===== src/rtl/input_vc_ctrl.sv =====
// Per-VC input controller: XY route computation, downstream VC allocation and
// credit-gated switch allocation for the flit at the head of input_buffer.
package input_vc_pkg;
    localparam int VC_SIZE = 2;
    localparam int DEST_W  = 4;
    localparam int DATA_W  = 16;

    typedef enum logic [1:0] {HEAD = 2'd0, BODY = 2'd1, TAIL = 2'd2, HEADTAIL = 2'd3} flit_label_t;
    typedef enum logic [2:0] {LOCAL = 3'd0, NORTH = 3'd1, SOUTH = 3'd2, WEST = 3'd3, EAST = 3'd4} port_t;
    typedef enum logic [1:0] {IDLE = 2'd0, RC = 2'd1, VA = 2'd2, SA = 2'd3} vc_state_t;

    typedef struct packed {
        flit_label_t         flit_label;
        logic [VC_SIZE-1:0]  vc_id;
        logic [DEST_W-1:0]   x_dest;
        logic [DEST_W-1:0]   y_dest;
        logic [DATA_W-1:0]   data;
    } flit_t;
endpackage

module input_vc_ctrl
    import input_vc_pkg::*;
#(
    parameter int X_CURRENT        = 0,
    parameter int Y_CURRENT        = 0,
    parameter int VC_NUM           = 2,
    parameter int DOWN_BUFFER_SIZE = 8,
    localparam int VC_W   = (VC_NUM > 1) ? $clog2(VC_NUM) : 1,
    localparam int CRED_W = $clog2(DOWN_BUFFER_SIZE + 1)
) (
    input  logic              clk,
    input  logic              rst,
    input  flit_t             flit_i,
    input  logic              buf_empty_i,
    output logic              buf_read_o,
    output logic              va_req_o,
    output port_t             va_port_o,
    input  logic              va_grant_i,
    input  logic [VC_W-1:0]   va_vc_i,
    output logic              sa_req_o,
    output port_t             sa_port_o,
    input  logic              sa_grant_i,
    input  logic              credit_i,
    output flit_t             flit_o,
    output logic              flit_valid_o,
    output logic              vc_release_o,
    output logic              error_o,
    output vc_state_t         state_o,
    output logic [CRED_W-1:0] credits_o
);
    // Handshakes: va_req_o/sa_req_o are level requests; a grant is honoured only
    // in a cycle where its request is high, and an SA grant pops the buffer in
    // that same cycle while the forwarded flit appears registered one cycle later.

    vc_state_t         state, next_state;
    port_t             route, route_calc;
    logic [VC_W-1:0]   out_vc;
    logic [CRED_W-1:0] credits;
    logic              head_sent;
    logic              is_head, is_last, cred_full;
    logic              va_fire, sa_fire, drop;
    flit_t             fwd_flit;

    assign is_head   = flit_i.flit_label inside {HEAD, HEADTAIL};
    assign is_last   = flit_i.flit_label inside {TAIL, HEADTAIL};
    assign cred_full = (credits == CRED_W'(DOWN_BUFFER_SIZE));

    assign va_port_o = route;
    assign sa_port_o = route;
    assign state_o   = state;
    assign credits_o = credits;

    always_comb begin
        route_calc = LOCAL;
        if (int'(flit_i.x_dest) > X_CURRENT)      route_calc = EAST;
        else if (int'(flit_i.x_dest) < X_CURRENT) route_calc = WEST;
        else if (int'(flit_i.y_dest) > Y_CURRENT) route_calc = SOUTH;
        else if (int'(flit_i.y_dest) < Y_CURRENT) route_calc = NORTH;
    end

    always_comb begin
        fwd_flit       = flit_i;
        fwd_flit.vc_id = VC_SIZE'(out_vc);
    end

    always_ff @(posedge clk or posedge rst) begin
        if (rst) state <= IDLE;
        else     state <= next_state;
    end

    // Request/pop outputs are forced low while reset is held so nothing is popped.
    always_comb begin
        next_state = state;
        va_req_o   = 1'b0;
        sa_req_o   = 1'b0;
        buf_read_o = 1'b0;
        va_fire    = 1'b0;
        sa_fire    = 1'b0;
        drop       = 1'b0;
        if (!rst) begin
            case (state)
                IDLE: begin
                    if (!buf_empty_i) begin
                        if (is_head) begin
                            next_state = RC;
                        end else begin
                            drop       = 1'b1;
                            buf_read_o = 1'b1;
                        end
                    end
                end
                RC: next_state = VA;
                VA: begin
                    va_req_o = 1'b1;
                    if (va_grant_i) begin
                        va_fire    = 1'b1;
                        next_state = SA;
                    end
                end
                SA: begin
                    sa_req_o   = !buf_empty_i && (credits != '0);
                    sa_fire    = sa_req_o && sa_grant_i;
                    buf_read_o = sa_fire;
                    if (sa_fire && is_last) next_state = IDLE;
                end
                default: next_state = IDLE;
            endcase
        end
    end

    always_ff @(posedge clk or posedge rst) begin
        if (rst) begin
            route        <= LOCAL;
            out_vc       <= '0;
            credits      <= '0;
            head_sent    <= 1'b0;
            flit_o       <= '0;
            flit_valid_o <= 1'b0;
            vc_release_o <= 1'b0;
            error_o      <= 1'b0;
        end else begin
            flit_valid_o <= sa_fire;
            vc_release_o <= sa_fire && is_last;
            if (sa_fire) flit_o <= fwd_flit;
            if (state == RC) route <= route_calc;
            if (drop) error_o <= 1'b1;
            if (va_fire) begin
                out_vc    <= va_vc_i;
                credits   <= CRED_W'(DOWN_BUFFER_SIZE);
                head_sent <= 1'b0;
            end
            // A returned credit and a granted flit in the same cycle cancel out.
            if (state == SA) begin
                if (credit_i && !sa_fire) begin
                    if (cred_full) error_o <= 1'b1;
                    else           credits <= credits + CRED_W'(1);
                end else if (!credit_i && sa_fire) begin
                    credits <= credits - CRED_W'(1);
                end
                if (sa_fire) begin
                    head_sent <= 1'b1;
                    if (is_head && head_sent) error_o <= 1'b1;
                end
            end
        end
    end
endmodule

===== config.mk =====
export PLATFORM = sky130hd
export DESIGN_NAME = input_vc_ctrl
export DESIGN_NICKNAME = d
export VERILOG_FILES = /design/src/rtl/input_vc_ctrl.sv
export SDC_FILE = /design/constraint.sdc
export NUM_CORES = 1
export LEC_CHECK = 0
export ABC_CLOCK_PERIOD_IN_PS = 2100
export CORE_MARGIN = 1.5
export CORE_UTILIZATION = 40
export CTS_BUF_LIST = sky130_fd_sc_hd__clkbuf_4 sky130_fd_sc_hd__clkbuf_8
export DETAILED_ROUTE_END_ITERATION = 16
export PLACE_DENSITY = 0.84
export SKIP_CTS_REPAIR_TIMING = 1
export SLEW_MARGIN = 20
export SYNTH_ARGS = -nofsm -noshare
export SYNTH_HDL_FRONTEND = slang
export SYNTH_SLANG_ARGS = --single-unit

===== constraint.sdc =====
create_clock -name clk -period 2.1 [get_ports clk]
set_clock_uncertainty 0.1 [all_clocks]
set_input_delay 0.42 -clock clk [delete_from_list [all_inputs] [get_ports clk]]
set_output_delay 0.42 -clock clk [all_outputs]
set_load 0.02 [all_outputs]

==> results.yml <==
synthesis:
  syn_inst: 167
  synthArstFlopShare: 1.000
  ys_seq_area_frac: 0.5105
  synth-seq-cells: 40
  synth_area_um2: 1961
  synth-main-ff-cell: "dfrtp_1"
  synth_edf_count: 0
  yosysWarnings: 0
  yosys.cell_types.count: 40
  syn_area_per_cell_um2: 11.74
finish:
  utilization: 0.6628
  multi_input_area_um2: 898.4
  nets: 310
  area_growth_pct: 59.67
  seq_area_um2: 1003
  fillers: 349
  drive_gt1_frac: 0.3134
  antenna_cells: 0
  final_cells: 335
routing:
  drtAntennaViolNets: 0
  drt-total-wl_um: 4820
  vias: 1632
  drt_iter0_markers: 57
  drc: 0
  drtPass1Iterations: 4
  avgRoutedWirePerCell_um: 14.39
  viasPerCell: 4.872
setup_path:
  cp_max_fo: 2
  r2r.worst_path.cells: 8
  arrival_ps: 1760
  crit_path_start: "credits_o[1]"
  critPathMostFrequentCell: "inv_2"
  endpoint_kind: "output port"
  rr_endpoint: "credits_o[2]"
  cpMaxStageDelayCell: "dfrtp_2"
  r2r-start: "credits_o[1]"
  critical-path-top-delay-family: "simple AND/OR/NAND/NOR gates"
  cpPeakStageDelay_ps: 420
  cp_num_buf_inv: 3
  r2r_setup_slack_ps: 60
  critical_path_required_ps: 1580
  worstSetupPathType: "flop to output port"
  path_cells: "inv_2 -> ha_4 -> or3b_4 -> nand4_4 -> inv_2 -> nor2_4 -> nor2_2 -> buf_6"
  critPathLaunchType: "flop"
power:
  p_total_mw: 4.335
  power_density_nw_per_um2: 1385
  p_leak_nw: 1.399
  max-vdd-ir-drop_v: 0.0008828
placement:
  place_congestion: 0.8553
  placed_cells: 327
  place_hpwl_um: 3540
  port_buffers: 75
floorplan:
  die_h_um: 73.01
  die_area_um2: 5330
  rows: 25
  io_pins: 81
  die_w_um: 73.01
  fp.coreArea_um2: 4723
  start_util: 0.4151
hold_path:
  min_path_type: "flop to flop"
  hp-start: "error_o"
  whs_path_depth: 1
  hold_end: "error_o"
global_routing:
  grt_overflow: 0
  grt_pass1_vias: 1643
  grt_pass1_wl_um: 7334
  antenna_found_initial: 0
  grt_max_degree: 41
  grtUsageTotal: 0.1768
sta:
  rsz0062_at_grt: "true"
  hold_ws_ps: 376.4
  period_needed_ps: 2285
  max_slew_margin: 0.6522
  hold_violations: 0
  fmax_ghz: 0.4377
  finalMaxSlewViolations: 0
  fin_ws_ps: -184.9
  tightestPinTransition_ps: 521.8
  timing.final.crit_share: 1.088
  setup_violations: 2
clock_tree:
  clock_latency_ps: 290
  cts-root-buf: "clkbuf_8"
  tritoncts: "built"
  cts_buffers: 5
  cts_htree_levels: 2
  path_clk_slew_ps: 90
  clockBufferDepth: 2
  cts_num_sinks: 40
status:
  status: "finished with violations"
  violations: "negative setup slack"
job:
  drv_cap: 0
report_power, final:
part	internal (mW)	switching, mW
sequential	1.12	0.179
clock	0.358	0.289
combinational	1.25	1.14
total	2.73	1.61
cells in the final DEF, fill, tap and decap left out, drive strengths merged, types with 2 or more instances in the layout:
master / count
clkdlybuf4s50: 71
dfrtp: 40
mux2: 28
buf: 28
inv: 15
nand2: 11
ha: 8
nor2: 7
o21ai: 6
a21oi: 5
clkbuf: 5
nand3: 4
conb: 3
o211ai: 3
or3b: 2
clkinvlp: 2
nor3: 2
or3: 2
a32oi: 2
dlymetal6s2s: 2
nand4: 2
nor2b: 2
and3: 2
routing by layer:
metal | GRT usage | routed length [um] | up-vias
met5 | 0 | 0 | -
met4 | 0.05870 | 82 | 0
met3 | 0.04420 | 192 | 9
met2 | 0.3101 | 2574 | 44
met1 | 0.2098 | 1971 | 797
li1 | - | - | 782
synthesized netlist by cell type, types with 2 or more instances:
cell type  count  area share
a21oi_1        5       0.013
a32oi_1        2      0.0089
buf_4          8       0.031
clkbuf_1       2      0.0038
dfrtp_1       40        0.51
ha_1           8       0.051
inv_1         15       0.029
mux2_2        28        0.16
nand2_1       11       0.021
nand3_1        4       0.010
nor2_1         6       0.011
nor2b_1        2      0.0064
nor3_1         2      0.0051
o211ai_1       2      0.0077
o21ai_0        6       0.015
or3_1          2      0.0064
area by class of cell:
| cell class | count | share of cell area |
|---|---|---|
| Clock buffer | 5 | 0.02198 |
| Clock inverter | 3 | 0.01479 |
| Inverter | 15 | 0.01918 |
| Multi-Input combinational cell | 104 | 0.2870 |
| Sequential cell | 40 | 0.3205 |
| Tap cell | 67 | 0.02678 |
| Timing Repair Buffer | 101 | 0.3098 |
cell families after synthesis:
logic type / after synthesis / synth area share
adder cells (fa/ha/maj): 8 / 0.05106
multiplexers: 29 / 0.1659
buffers and inverters: 25 / 0.06318
flip-flops: 40 / 0.5105
AND/OR/NAND/NOR: 39 / 0.1142
other: 1 / 0.001913
AO/OA/AOI/OAI: 25 / 0.09318
how the worst max path moves through the flow:
stage,to,cells after the start
after floorplan,buf_read_o,8
after global placement,buf_read_o,8
after detailed placement,buf_read_o,8
after CTS,buf_read_o,8
after global routing,buf_read_o,8
final,buf_read_o,8
stage by stage:
step	setup WS, ps	cell area [um^2]	setup TNS (ps)
5_1_grt	-243.6	3131	-426.8
6_report	-184.9	3131	-335.0
2_1_floorplan	-68.03	1994	-68.03
3_5_place_dp	-665.7	2953	-4233
4_1_cts	-672.6	3068	-2034
3_3_place_gp	-615.6	2953	-4559
worst register-to-register path, delay by kind of cell, from the launching register on:
family                   cells  cell delay [ps]
AND/OR/NAND/NOR              2              540
buffers and inverters        2              270
adder cells (fa/ha/maj)      1              130
AO/OA/AOI/OAI                3              480
flip-flops                   1              420
sequential cells by signal, indices dropped and copies added, names as in the netlist:
name,flops
credits_o,4
flit_valid_o,1
sa_port_o,2
head_sent,1
out_vc,1
flit_o,27
state_o,2
vc_release_o,1
error_o,1
No activity file was read; power rests on OpenSTA's default activity.
